File: src/rtl/rpc_cfg_seq_pkg.sv
// Shared types and constants for the RPC DRAM configuration sequencer:
// table entry format, regbus request/response structs, FSM state encoding
// and a default power-up table for the controller's PHY/timing registers.
package rpc_cfg_seq_pkg;

  localparam int unsigned CfgAddrWidth = 48;
  localparam int unsigned CfgDataWidth = 32;
  localparam int unsigned CfgStrbWidth = CfgDataWidth / 8;
  localparam int unsigned WaitCntWidth = 16;

  // Table opcodes; the encoding is part of the table format.
  typedef enum logic [1:0] {
    OP_WRITE = 2'd0,
    OP_POLL  = 2'd1,
    OP_WAIT  = 2'd2,
    OP_END   = 2'd3
  } cfg_op_e;

  typedef struct packed {
    cfg_op_e                 op;
    logic [CfgAddrWidth-1:0] addr;
    logic [CfgDataWidth-1:0] data;
    logic [CfgDataWidth-1:0] mask;
  } cfg_entry_t;

  typedef struct packed {
    logic [CfgAddrWidth-1:0] addr;
    logic                    write;
    logic [CfgDataWidth-1:0] wdata;
    logic [CfgStrbWidth-1:0] wstrb;
    logic                    valid;
  } rpc_reg_req_t;

  typedef struct packed {
    logic [CfgDataWidth-1:0] rdata;
    logic                    error;
    logic                    ready;
  } rpc_reg_rsp_t;

  typedef enum logic [2:0] {
    ST_IDLE,
    ST_FETCH,
    ST_REQ,
    ST_WAIT_CNT,
    ST_DONE,
    ST_ERROR
  } seq_state_e;

  // Index width for a table of n entries; a one-entry table still needs a bit.
  function automatic int unsigned idx_width(input int unsigned n);
    return (n > 1) ? $clog2(n) : 1;
  endfunction

  // Power-up table: program PHY delays and timings, let the PHY settle,
  // kick the init engine and wait for its ready bit.
  localparam int unsigned DefaultInitEntries = 8;
  localparam cfg_entry_t DefaultInitTable [DefaultInitEntries] = '{
    '{op: OP_WRITE, addr: 48'h0000_0000_0010, data: 32'h0000_0003, mask: 32'hFFFF_FFFF}, // DQS delay
    '{op: OP_WRITE, addr: 48'h0000_0000_0014, data: 32'h0000_0002, mask: 32'hFFFF_FFFF}, // CA delay
    '{op: OP_WRITE, addr: 48'h0000_0000_0020, data: 32'h0006_0006, mask: 32'hFFFF_FFFF}, // tRCD / tRP
    '{op: OP_WRITE, addr: 48'h0000_0000_0024, data: 32'h0000_0048, mask: 32'hFFFF_FFFF}, // tRFC
    '{op: OP_WAIT,  addr: 48'h0000_0000_0000, data: 32'h0000_00C8, mask: 32'h0000_0000}, // PHY settle
    '{op: OP_WRITE, addr: 48'h0000_0000_0000, data: 32'h0000_0001, mask: 32'hFFFF_FFFF}, // start init
    '{op: OP_POLL,  addr: 48'h0000_0000_0004, data: 32'h0000_0001, mask: 32'h0000_0001}, // init ready
    '{op: OP_END,   addr: 48'h0000_0000_0000, data: 32'h0000_0000, mask: 32'h0000_0000}
  };

endpackage

File: src/rtl/rpc_cfg_seq_poll_cmp.sv
// Masked status compare and poll-attempt bookkeeping for POLL entries.
// Purely combinational; the attempt counter itself lives in the sequencer.
module rpc_cfg_seq_poll_cmp #(
  parameter int unsigned DataWidth   = 32,
  parameter int unsigned PollTimeout = 1024,
  parameter int unsigned CntW        = $clog2(PollTimeout + 1)
) (
  input  logic [DataWidth-1:0] rdata_i,
  input  logic [DataWidth-1:0] data_i,
  input  logic [DataWidth-1:0] mask_i,
  input  logic [CntW-1:0]      poll_cnt_i,
  output logic                 match_o,
  output logic                 last_o,
  output logic [CntW-1:0]      poll_cnt_next_o
);

  // Only the masked bits take part in the comparison.
  assign match_o = ((rdata_i & mask_i) == (data_i & mask_i));

  // The read in flight is the final permitted attempt.
  assign last_o = (poll_cnt_i == CntW'(PollTimeout - 1));

  // Never wraps: the sequencer only increments when last_o is low.
  assign poll_cnt_next_o = poll_cnt_i + 1'b1;

endmodule

File: src/rtl/rpc_cfg_sequencer.sv
// Post-reset configuration sequencer for the RPC DRAM controller. Walks a
// table of WRITE / POLL / WAIT / END entries and drives the controller's
// regbus slave port, then reports done or error (with the failing index).
module rpc_cfg_sequencer
  import rpc_cfg_seq_pkg::*;
#(
  parameter int unsigned NumEntries   = 8,
  parameter int unsigned RegAddrWidth = CfgAddrWidth,
  parameter int unsigned RegDataWidth = CfgDataWidth,
  parameter int unsigned PollTimeout  = 1024,
  parameter type         reg_req_t    = rpc_reg_req_t,
  parameter type         reg_rsp_t    = rpc_reg_rsp_t,
  localparam int unsigned IdxW        = idx_width(NumEntries)
) (
  input  logic            clk_i,
  input  logic            rst_ni,
  input  logic            start_i,
  input  cfg_entry_t      cfg_table_i [NumEntries],
  output reg_req_t        reg_req_o,
  input  reg_rsp_t        reg_rsp_i,
  output logic            busy_o,
  output logic            done_o,
  output logic            error_o,
  output logic [IdxW-1:0] err_idx_o
);

  localparam int unsigned CntW    = $clog2(PollTimeout + 1);
  localparam int unsigned StrbW   = RegDataWidth / 8;
  localparam logic [IdxW-1:0] LastIdx = IdxW'(NumEntries - 1);

  seq_state_e              state_q, state_d;
  logic [IdxW-1:0]         idx_q, idx_d;
  logic [CntW-1:0]         poll_cnt_q, poll_cnt_d;
  logic [WaitCntWidth-1:0] wait_cnt_q, wait_cnt_d;
  reg_req_t                req_q, req_d;
  logic                    busy_q, busy_d;
  logic                    done_q, done_d;
  logic                    error_q, error_d;
  logic [IdxW-1:0]         err_idx_q, err_idx_d;

  cfg_entry_t              entry;
  logic                    poll_match;
  logic                    poll_last;
  logic [CntW-1:0]         poll_cnt_inc;
  logic                    advance;
  logic                    finish;
  logic                    fail;

  // Current table entry; the table is held static while busy.
  assign entry = cfg_table_i[idx_q];

  rpc_cfg_seq_poll_cmp #(
    .DataWidth   (RegDataWidth),
    .PollTimeout (PollTimeout),
    .CntW        (CntW)
  ) u_poll_cmp (
    .rdata_i         (reg_rsp_i.rdata),
    .data_i          (entry.data),
    .mask_i          (entry.mask),
    .poll_cnt_i      (poll_cnt_q),
    .match_o         (poll_match),
    .last_o          (poll_last),
    .poll_cnt_next_o (poll_cnt_inc)
  );

  // Next-state, request and status decode for the table walker.
  always_comb begin
    // NOTE: every _d starts from its held value so no branch of the case can leave it unassigned and infer a latch.
    state_d    = state_q;
    idx_d      = idx_q;
    poll_cnt_d = poll_cnt_q;
    wait_cnt_d = wait_cnt_q;
    req_d      = req_q;
    busy_d     = busy_q;
    done_d     = done_q;
    error_d    = error_q;
    err_idx_d  = err_idx_q;
    advance    = 1'b0;
    finish     = 1'b0;
    fail       = 1'b0;

    unique case (state_q)
      ST_IDLE, ST_DONE, ST_ERROR: begin
        // Start is only honoured when no sequence is running.
        if (start_i) begin
          state_d    = ST_FETCH;
          idx_d      = '0;
          poll_cnt_d = '0;
          busy_d     = 1'b1;
          done_d     = 1'b0;
          error_d    = 1'b0;
          err_idx_d  = '0;
        end
      end

      ST_FETCH: begin
        unique case (entry.op)
          OP_WRITE, OP_POLL: begin
            // Request fields are registered here and held until the handshake.
            req_d       = '0;
            req_d.addr  = RegAddrWidth'(entry.addr);
            req_d.write = (entry.op == OP_WRITE);
            if (entry.op == OP_WRITE) begin
              req_d.wdata = RegDataWidth'(entry.data);
              req_d.wstrb = {StrbW{1'b1}};
            end
            req_d.valid = 1'b1;
            state_d     = ST_REQ;
          end
          OP_WAIT: begin
            if (entry.data[WaitCntWidth-1:0] == '0) begin
              advance = 1'b1;
            end else begin
              wait_cnt_d = entry.data[WaitCntWidth-1:0];
              state_d    = ST_WAIT_CNT;
            end
          end
          OP_END: begin
            finish = 1'b1;
          end
        endcase
      end

      ST_REQ: begin
        // rdata and error are only meaningful in the ready cycle.
        if (req_q.valid && reg_rsp_i.ready) begin
          req_d = '0;
          if (reg_rsp_i.error) begin
            fail = 1'b1;
          end else if (req_q.write || poll_match) begin
            advance = 1'b1;
          end else if (poll_last) begin
            fail = 1'b1;
          end else begin
            // Re-read the same entry after the mandatory FETCH gap.
            poll_cnt_d = poll_cnt_inc;
            state_d    = ST_FETCH;
          end
        end
      end

      ST_WAIT_CNT: begin
        if (wait_cnt_q == WaitCntWidth'(1)) begin
          advance = 1'b1;
        end else begin
          wait_cnt_d = wait_cnt_q - 1'b1;
        end
      end

      default: begin
        state_d = ST_IDLE;
      end
    endcase

    // Running off the end of the table behaves like an END entry.
    if (advance) begin
      poll_cnt_d = '0;
      if (idx_q == LastIdx) begin
        finish = 1'b1;
      end else begin
        idx_d   = idx_q + 1'b1;
        state_d = ST_FETCH;
      end
    end

    if (finish) begin
      state_d = ST_DONE;
      busy_d  = 1'b0;
      done_d  = 1'b1;
    end

    if (fail) begin
      state_d   = ST_ERROR;
      busy_d    = 1'b0;
      error_d   = 1'b1;
      err_idx_d = idx_q;
    end
  end

  // State, request and status registers; reset abandons any request in flight.
  always_ff @(posedge clk_i or negedge rst_ni) begin
    if (!rst_ni) begin
      state_q    <= ST_IDLE;
      idx_q      <= '0;
      poll_cnt_q <= '0;
      wait_cnt_q <= '0;
      req_q      <= '0;
      busy_q     <= 1'b0;
      done_q     <= 1'b0;
      error_q    <= 1'b0;
      err_idx_q  <= '0;
    end else begin
      // NOTE: non-blocking so every flop captures the pre-edge _d values simultaneously.
      state_q    <= state_d;
      idx_q      <= idx_d;
      poll_cnt_q <= poll_cnt_d;
      wait_cnt_q <= wait_cnt_d;
      req_q      <= req_d;
      busy_q     <= busy_d;
      done_q     <= done_d;
      error_q    <= error_d;
      err_idx_q  <= err_idx_d;
    end
  end

  assign reg_req_o = req_q;
  assign busy_o    = busy_q;
  assign done_o    = done_q;
  assign error_o   = error_q;
  assign err_idx_o = err_idx_q;

endmodule

File: config.mk
export PLATFORM = sky130hd
export DESIGN_NAME = rpc_cfg_sequencer
export DESIGN_NICKNAME = d
export VERILOG_FILES = /design/src/rtl/rpc_cfg_seq_pkg.sv /design/src/rtl/rpc_cfg_seq_poll_cmp.sv /design/src/rtl/rpc_cfg_sequencer.sv
export SDC_FILE = /design/constraint.sdc
export NUM_CORES = 1
export LEC_CHECK = 0
export CAP_MARGIN = 20
export CORE_AREA = 3 3 407 409
export DETAILED_ROUTE_END_ITERATION = 16
export DIE_AREA = 0 0 410 412
export GPL_TIMING_DRIVEN = 0
export SYNTH_ARGS = -nofsm -noshare
export SYNTH_HDL_FRONTEND = slang
export SYNTH_SLANG_ARGS = --single-unit
File: constraint.sdc
create_clock -name clk_i -period 6.9 [get_ports clk_i]
set_clock_uncertainty 0.15 [all_clocks]
set_input_delay 1.725 -clock clk_i [delete_from_list [all_inputs] [get_ports clk_i]]
set_output_delay 1.725 -clock clk_i [all_outputs]
set_load 0.01 [all_outputs]
==> results of run 1 <==
[state kept, by name, summed over array words and instances, names as in the netlist]
signal / flops
reg_req_o: 82
wait_cnt_q: 16
poll_cnt_q: 11
err_idx_o: 3
idx_q: 3
state_q: 3
busy_o: 1
done_o: 1
error_o: 1
[critical path, delay by kind of cell]
kind                      cells  cell delay [ns]
AOI/OAI and AO/OA             4             1.79
xor gates and xnor gates      1             0.31
muxes                         2             1.10
buffers and inverters         1             0.59
and+or+nand+nor               2             0.50
[final cells by class]
| class | instances | share of cell area [%] |
|---|---|---|
| antenna | 31 | 0.292 |
| inverter | 14 | 0.197 |
| clock buffer | 17 | 1.60 |
| clock inverter | 15 | 0.649 |
| multi-input combinational | 789 | 33.5 |
| timing repair buffer | 1053 | 40.0 |
| buffer | 102 | 2.15 |
| tap | 2175 | 10.2 |
| sequential | 121 | 11.4 |
[power by group through the flow]
stage | registers (mW) | logic [mW] | clock network [mW]
floorplan | 1.27 | 2.19 | 0
global placement | 1.23 | 5.23 | 0
detailed placement | 1.23 | 5.31 | 0
CTS | 1.22 | 5.32 | 1.04
global route | 1.26 | 5.47 | 1.06
finish | 1.23 | 5.20 | 0.999
[synth_stat cells, drive strengths merged, types with 4 or more instances]
cell,n
a21oi,11
a22o,11
and2,4
buf,59
clkbuf,43
dfrtp,121
ha,5
inv,14
mux2i,99
mux4,228
nand2,72
nand2b,10
nand3,64
nand4,7
nor2,56
nor3b,4
nor4,7
o21ai,102
o22ai,4
o31ai,4
o32ai,18
or3,8
xor2,31
[stage by stage]
| step | area [sq um] | TNS, ns | worst slack (ns) | util, % |
|---|---|---|---|---|
| 5_1_grt | 26600 | 0 | 1.02 | 16.4 |
| 6_report | 26600 | 0 | 1.10 | 16.4 |
| 3_5_place_dp | 25900 | 0 | 0.456 | 16.0 |
| 2_1_floorplan | 12600 | 0 | 2.79 | - |
| 3_3_place_gp | 25700 | -273.88 | -2.31 | 15.8 |
| 4_1_cts | 26500 | 0 | 1.02 | 16.3 |
[kinds of logic (layout without fill, tap and decap cells)]
family	count (synthesis)	count (layout)	share of synthesized area (%)
mux	328	328	49.7
simple gates	249	249	9.76
compound gates	175	175	8.81
flops	121	121	24.1
buf+inv	116	1201	4.92
xor+xnor	32	32	2.23
fa+ha+maj	5	5	0.498
other cells	0	31	0
[metal layers]
metal	part of all wire (%)	routed length, microns
met5	0.18	299
met1	37	60600
met3	9.2	14900
met4	3.1	5080
met2	50	81600
[placed cells by master (no fill, tap or decap), types with 5 or more instances in the layout]
master | Yosys | layout
a22o_1 | 11 | 11
buf_6 | 12 | 16
mux2i_1 | 89 | 86
nand2_1 | 71 | 71
nor2_1 | 56 | 56
inv_6 | 0 | 5
clkbuf_1 | 43 | 41
nand2b_1 | 10 | 10
buf_8 | 0 | 5
dfrtp_1 | 121 | 121
or3_1 | 8 | 8
xor2_1 | 31 | 31
buf_1 | 19 | 16
mux2i_2 | 3 | 6
buf_2 | 15 | 18
o21ai_1 | 5 | 5
nand4_1 | 6 | 6
diode_2 | 0 | 31
mux4_2 | 228 | 228
clkdlybuf4s50_1 | 0 | 1039
clkbuf_16 | 0 | 17
ha_1 | 5 | 5
o21ai_0 | 97 | 97
a21oi_1 | 11 | 11
inv_8 | 0 | 6
mux2i_4 | 7 | 7
buf_4 | 11 | 12
inv_1 | 13 | 13
nand3_1 | 64 | 64
o32ai_1 | 18 | 18
[path summary, 6_finish.rpt]
| check | start | cells after the start | slack (ns) | endpoint |
|---|---|---|---|---|
| worst max register to register | idx_q[1]$_DFF_PN0_ | 11 | 1.70 | state_q[0]$_DFF_PN0_ |
| worst max-delay path | cfg_table_i[56] | 10 | 1.10 | poll_cnt_q[8]$_DFFE_PN0P_ |
| worst min register to register | error_o$_DFFE_PN0P_ | 2 | 0.33 | error_o$_DFFE_PN0P_ |
| max in group asynchronous | rst_ni | 2 | 4.64 | reg_req_o[27]$_DFFE_PN0P_ |
| min in group asynchronous | rst_ni | 1 | 1.04 | reg_req_o[81]$_DFFE_PN0P_ |
| worst min-delay path | error_o$_DFFE_PN0P_ | 2 | 0.33 | error_o$_DFFE_PN0P_ |
==> impl_metrics.py, run 1 <==
metrics = {
    "synth": {
        "synthTopCellsByArea": "mux4_2 (41%), dfrtp_1 (24%), mux2i_1 (7.1%)",
        "synthArstFlopShare_pct": 100,
        "synth_flop_cell": "dfrtp_1",
        "synth_area_sq_mm": 0.0126,
        "ys_ff_latch": 121,
        "ys_types": 62,
        "synth_edf_count": 0,
        "ys_warn_count": 0,
        "seq_area_frac_synth_pct": 24.1,
        "synth_top_cell_area_share_pct": 40.9,
        "synth_nets": 1980,
        "postSynthCellCount": 1026,
        "avgSynthCellArea_sq_um": 12.2,
        "yosysTopAreaCell": "mux4_2",
    },
    "clocking": {
        "numCtsBuffers": 17,
        "clk_latency_ns": 0.50,
        "cts_root_buf": "clkbuf_16",
        "ctsHoldBuffers": 0,
        "ctsResizeCount": 0,
        "clockBufferDepth": 2,
        "post-cts-setup-buffer-count": 0,
        "cts_sinks": 121,
        "ctsHtreeMaxLevel": 4,
        "cts_tree": "yes",
        "clk_pin_slew_ns": 0.07,
    },
    "die": {
        "die_area_sq_mm": 0.169,
        "num_rows": 148,
        "die_h_microns": 412,
        "die_x_microns": 410,
        "start_util_pct": 7.73,
        "core_region_area_sq_mm": 0.162,
        "ios": 1041,
    },
    "min_path": {
        "hold_path_class": "reg2reg",
    },
    "critical_path": {
        "cp-start-kind": "primary input",
        "arrival_ns": 6.05,
        "endpoint_kind": "flop",
        "crit_type": "in2reg",
        "crit_fanout": 8,
        "required_ns": 7.16,
        "cpPeakStageDelay_ns": 0.73,
        "crit_slowest_cell": "o32ai_1",
        "crit_chain": "clkdlybuf4s50_1, mux4_2, mux2i_1, xor2_1, o32ai_1, nor4_2, a41oi_1, o21bai_4, nand3b_2, o221ai_1",
    },
    "sta": {
        "slew_headroom_pct": 25.5,
        "finalHoldViolCount": 0,
        "fmax_ghz": 0.173,
        "whs_ns": 0.328,
        "post-route-min-period_ns": 5.80,
        "setup_viol": 0,
        "period_share_pct": 84.0,
        "rsz0062_at_grt": "no",
        "tightest_slew_ns": 1.09,
        "drv_slew": 0,
    },
    "pwr": {
        "p_leak_nw": 9.38,
        "clkPwrFrac_pct": 13.5,
        "p_int_mw": 3.74,
        "switchingPower_mw": 3.69,
        "switching_share_pct": 49.7,
        "ir_drop_mv": 0.173,
        "power_mw": 7.43,
        "seq_power_share_pct": 16.5,
        "pwr_density_cell_mw_per_mm2": 279,
        "pwr-share-comb_pct": 70.0,
    },
    "placed_design": {
        "io_buffers": 1040,
        "place_inst": 4254,
        "detailed_place_hpwl_microns": 147000,
        "gp_congestion": 0.987,
    },
    "global_route": {
        "grt_first_pass_wirelength_microns": 196000,
        "track_usage_pct": 18.5,
        "grt_overflow": 0,
        "top_usage_layer": "met2",
        "globalRouteMet3Util_pct": 6.26,
        "antenna_found_initial": 126,
        "grt_use_met1_pct": 21.0,
        "grt_max_degree": 80,
        "grt_pass1_vias": 16100,
        "use_met2_pct": 32.7,
    },
    "run_status": {
        "outcome": "finished, final reports clean",
    },
    "final_layout": {
        "fin_nets": 3052,
        "drive_gt1_share_pct": 16.4,
        "num-fill-cells": 18100,
        "area_delta_synth_final_pct": 112,
        "seqCellArea_sq_mm": 0.00303,
        "multi_input_area_sq_mm": 0.00892,
        "fin_cells": 4317,
    },
    "route": {
        "antenna_left": 0,
        "wl_per_cell_microns": 37.6,
        "drtPass1Iterations": 5,
        "drc_errors": 0,
        "vias": 16100,
        "via_per_inst": 3.72,
        "drtIter0Drc": 1732,
        "wl_microns": 163000,
    },
    "job": {
        "drv_cap": 0,
    },
}
Note: power is estimated with default switching activity, not from simulation.
==> inputs of run 2 (changes only) <==
- clock period: 6.9 -> 5.5 ns (I/O delays scaled with it)
==> run 2 against run 1 <==
Die area is the same. Final cell count unchanged. Register-to-register slack got worse by 1.4 ns. Count of clock-buffer cells in the layout unchanged. Core utilization about the same. Critical path depth up 1. Wire length about the same. Critical endpoint is now state_q[0]$_DFF_PN0_. Largest cell class unchanged.
==> impl_metrics.py, run 2 (synthesis results as in run 1) <==
metrics = {
    "die": {
        "die_x_microns": 410,
        "die_area_sq_mm": 0.169,
        "ios": 1041,
        "num_rows": 148,
        "start_util_pct": 7.73,
        "core_region_area_sq_mm": 0.162,
        "die_h_microns": 412,
    },
    "final_layout": {
        "postLayoutCoreUtil_pct": 16.4,
        "fin_nets": 3052,
        "num-fill-cells": 18100,
        "area_delta_synth_final_pct": 112,
        "fin_cells": 4317,
        "layout_common_cells": "clkdlybuf4s50_1 (1039), mux4_2 (228), dfrtp_1 (121), o21ai_0 (97), mux2i_1 (85)",
        "drive_gt1_share_pct": 16.5,
        "largest_reg_flops": 82,
        "layout_commonest_cell": "clkdlybuf4s50_1",
    },
    "critical_path": {
        "crit_fanout": 8,
        "arrival_ns": 5.60,
        "reg2reg_slack_ns": 0.30,
        "endpoint_kind": "flop",
        "crit_type": "in2reg",
        "r2r_start": "idx_q[1]$_DFF_PN0_",
        "cp-start-kind": "primary input",
        "startpoint": "cfg_table_i[54]",
        "required_ns": 5.73,
    },
    "sta": {
        "rsz0062_at_grt": "no",
        "tightest_slew_ns": 1.12,
        "final.setup.tns_ns": 0,
        "setup_viol": 0,
        "drv_slew": 0,
        "fin_ws_ns": 0.130,
        "slew_headroom_pct": 25.2,
        "post-route-min-period_ns": 5.37,
        "period_share_pct": 97.6,
        "finalHoldViolCount": 0,
        "fmax_ghz": 0.186,
    },
    "run_status": {
        "outcome": "finished, final reports clean",
    },
    "placed_design": {
        "io_buffers": 1040,
        "detailed_place_hpwl_microns": 147000,
        "gp_congestion": 0.987,
        "place_inst": 4254,
        "dp_slack_ns": -0.594,
    },
    "route": {
        "drtPass1Iterations": 5,
        "drc_errors": 0,
        "vias": 16100,
        "antenna_left": 0,
        "wl_per_cell_microns": 37.7,
        "via_per_inst": 3.74,
        "drtIter0Drc": 1706,
        "wl_microns": 163000,
    },
    "global_route": {
        "grt_max_degree": 80,
        "grt_overflow": 0,
        "grt_first_pass_wirelength_microns": 196000,
        "antenna_found_initial": 125,
        "grt_pass1_vias": 16100,
        "track_usage_pct": 18.5,
    },
    "clocking": {
        "cts_sinks": 121,
        "cts_tree": "yes",
        "ctsHtreeMaxLevel": 4,
        "cts_root_buf": "clkbuf_16",
        "clk_pin_slew_ns": 0.07,
        "numCtsBuffers": 17,
        "post-cts-setup-buffer-count": 0,
        "clk_latency_ns": 0.51,
        "clockBufferDepth": 2,
    },
    "min_path": {
        "hold_start": "error_o$_DFFE_PN0P_",
        "hold_path_class": "reg2reg",
    },
    "pwr": {
        "ir_drop_mv": 0.220,
        "power_mw": 9.33,
        "pwr_density_cell_mw_per_mm2": 350,
        "p_leak_nw": 9.37,
    },
    "job": {
        "drv_cap": 0,
    },
}
==> run 2: layout make-up <==
cell class	instances	area (sq um)	share of cell area (%)
multi-input cells	789	8930	33.5
flip-flops and latches	121	3030	11.4
clock inverters	15	173	0.649
well taps	2175	2720	10.2
inverters	14	52.6	0.197
repair buffers	1053	10600	40.0
plain buffers	102	572	2.15
clock buffers	17	425	1.60
diodes	31	77.6	0.291
==> run 2: through the flow <==
stage               instance area [sq um]  hold slack [ns]
floorplan                           12600            0.314
global placement                    25700            0.315
detailed placement                  25900            0.316
CTS                                 26500            0.334
global route                        26600            0.367
finish                              26600            0.328
==> run 2: critical path, cell delays in order <==
cell and delay, ns:
clkdlybuf4s50_1 0.65, mux4_2 0.72, mux2i_1 0.26, buf_4 0.22, xor2_1 0.43, o32ai_1 0.27, nor4_2 0.40, a41oi_1 0.38
o21bai_4 0.41, nand2_1 0.25, nor3b_1 0.20
==> run 2: timing repair <==
item,CTS,global route
hold buffers,0,0
resized for setup,1,0
hold endpoints to repair,0,0
setup endpoints to repair,3,0
==> run 2: power by group <==
part           total [mW]  switching [mW]  internal, mW
Sequential           1.54           0.290          1.25
Clock                1.25           0.606         0.649
Combinational        6.53            3.74          2.79
Total                9.33            4.64          4.69
==> run 2: routing by layer <==
| layer | global-route usage [%] | share of wire [%] | vias up |
|---|---|---|---|
| met5 | 0 | 0.18 | - |
| met2 | 32.7 | 50 | 1144 |
| met4 | 5.57 | 3.1 | 42 |
| met3 | 6.23 | 8.9 | 248 |
| li1 | - | - | 6368 |
| met1 | 21.0 | 38 | 8327 |
==> run 2: final timing paths <==
check / endpoint / cells past startpoint
worst max-delay path: state_q[0]$_DFF_PN0_ / 11
worst min-delay path: error_o$_DFFE_PN0P_ / 2
worst max register to register: state_q[0]$_DFF_PN0_ / 11
worst min register to register: error_o$_DFFE_PN0P_ / 2
max in group asynchronous: reg_req_o[31]$_DFFE_PN0P_ / 2
min in group asynchronous: reg_req_o[81]$_DFFE_PN0P_ / 1
==> RTL change: new RTL, config.mk and constraints of run 2 <==
The package constant `CfgAddrWidth` goes from 48 to 96.
--- a/src/rtl/rpc_cfg_seq_pkg.sv
+++ b/src/rtl/rpc_cfg_seq_pkg.sv
@@ -3,7 +3,7 @@
 // and a default power-up table for the controller's PHY/timing registers.
 package rpc_cfg_seq_pkg;
 
-  localparam int unsigned CfgAddrWidth = 48;
+  localparam int unsigned CfgAddrWidth = 96;
   localparam int unsigned CfgDataWidth = 32;
   localparam int unsigned CfgStrbWidth = CfgDataWidth / 8;
   localparam int unsigned WaitCntWidth = 16;
Ports: changed (resized cfg_table_i and reg_req_o); port bits go from 1041 to 1473. No check against the original RTL was run, so the function may have changed too.
==> RTL change against run 2 <==
  * The flow now finishes with violations (antenna rules)
  * Sequential power increased by 38%
  * Worst setup slack got worse by 0.098 ns
  * Power increased by 65%
  * Sequential cell count increased by 48
  * Routed wire length increased by 38%
  * Area after synthesis increased by 34%
  * Sequential share of layout area increased by 0.55 points
  * Final area increased by 33%
  * Largest power group unchanged
==> RTL change: results (changes against run 2) <==
Starting DRT DRC Count 2463 (was 1706); Compound-Gate Fraction of Synth Area 7.83% (was 8.81%); first-pass GRT wire length 270000 µm (was 196000 µm); post-synthesis sequential area ratio 25.1% (was 24.1%); XOR/XNOR share of the synthesized area 1.66% (was 2.23%); crit-path max FO 10 (was 8); Logic pwr share 77.7% (was 70.0%); kind of cell adding the most delay to the critical path buffers and inverters (was compound AO/OA/AOI/OAI gates); Post-Synth Adder-Cell Area 0.371% (was 0.498%); initial antenna violation count 210 (was 125); worst r2r dst poll_cnt_q[8]$_DFFE_PN0P_ (was state_q[0]$_DFF_PN0_); max reg flops 130 (was 82); GR Util met1 29.1% (was 21.0%); Syn Nets 2693 (was 1980); Pleak 12.8 nW (was 9.37 nW); Switching Fraction 51.8% (was 49.7%); pwr/cell area 435 nW/µm² (was 350 nW/µm²); met3 layer usage reported by global route 9.42% (was 6.23%); ANT nets after route 1 (was 0); fill cell count 17654 (was 18129); syn_area_per_cell 12.4 µm² (was 12.2 µm²); commonest cells in the netlist mux4_2, dfrtp_1, o21ai_0, mux2i_1, nand3_1 (was mux4_2, dfrtp_1, o21ai_0, mux2i_1, nand2_1); gp weighted congestion 1.03 (was 0.987); status finished with violations (was finished clean); reg2reg path depth 12 (was 11); flip-flop and latch power 2.13 mW (was 1.54 mW); arrival time worst endpoint 5.70 ns (was 5.60 ns); DP HPWL 203000 µm (was 147000 µm); placed instance area 34600 µm² (was 25900 µm²); Via density 4.40 (was 3.74); pin count of the biggest net entering global routing 89 (was 80); vias in the first global route 22107 (was 16083); Hold Path Sink reg_req_o[35]$_DFFE_PN0P_ (was error_o$_DFFE_PN0P_); Layout Cells excl Fill 5135 (was 4317); Slew Limit Headroom 23.9% (was 25.2%); failing checks antenna rules; GR Util met2 39.9% (was 32.7%); highest cell delay on the worst timing path 0.81 ns (was 0.72 ns); nets 4203 (was 3052); CTS clk-pin slew, worst paths 0.09 ns (was 0.07 ns); total track usage 25.4% (was 18.5%)
==> RTL change: cell count changes in the layout (fill, tap and decap cells not counted), moves of 23 or more <==
cell	run 2	this run
mux2i_1	85	139
nand3_1	64	107
clkbuf_1	41	64
clkdlybuf4s50_1	1039	1471
o21ai_0	97	143
dfrtp_1	121	169
mux4_2	228	324
diode_2	31	83
==> RTL change: how the worst max path moves through the flow <==
stage / slack [ns] / from / cells past startpoint / to
2_1_floorplan: 1.65 / cfg_table_i[693] / 10 / poll_cnt_q[8]$_DFFE_PN0P_
3_3_place_gp: -5.66 / rst_ni / 1 / reg_req_o[90]$_DFFE_PN0P_
3_5_place_dp: -1.32 / idx_q[2]$_DFF_PN0_ / 13 / reg_req_o[71]$_DFFE_PN0P_
4_1_cts: 0.05 / idx_q[2]$_DFF_PN0_ / 13 / poll_cnt_q[8]$_DFFE_PN0P_
5_1_grt: 0.0007 / cfg_table_i[842] / 11 / poll_cnt_q[8]$_DFFE_PN0P_
6_report: 0.03 / idx_q[1]$_DFF_PN0_ / 12 / poll_cnt_q[8]$_DFFE_PN0P_
==> RTL change: final cells by class <==
class | instances | share of cell area (%)
Buffer | 145 | 1.99
Inverter | 14 | 0.148
Multi-Input combinational cell | 1027 | 33.8
Sequential cell | 169 | 11.9
Clock inverter | 13 | 0.367
Timing Repair Buffer | 1491 | 42.3
Clock buffer | 18 | 1.24
Tap cell | 2175 | 7.67
Antenna cell | 83 | 0.586
==> RTL change: routing by layer <==
| layer | vias up | wire (µm) |
|---|---|---|
| met4 | 66 | 15100 |
| met1 | 11627 | 83200 |
| met3 | 465 | 22100 |
| met2 | 1791 | 103000 |
| li1 | 8663 | - |
| met5 | - | 413 |
==> RTL change: timing repair <==
action / CTS / global route
hold buffers: 0 / 0
setup endpoints to repair: 153 / 16
gates resized for setup: 17 / 6
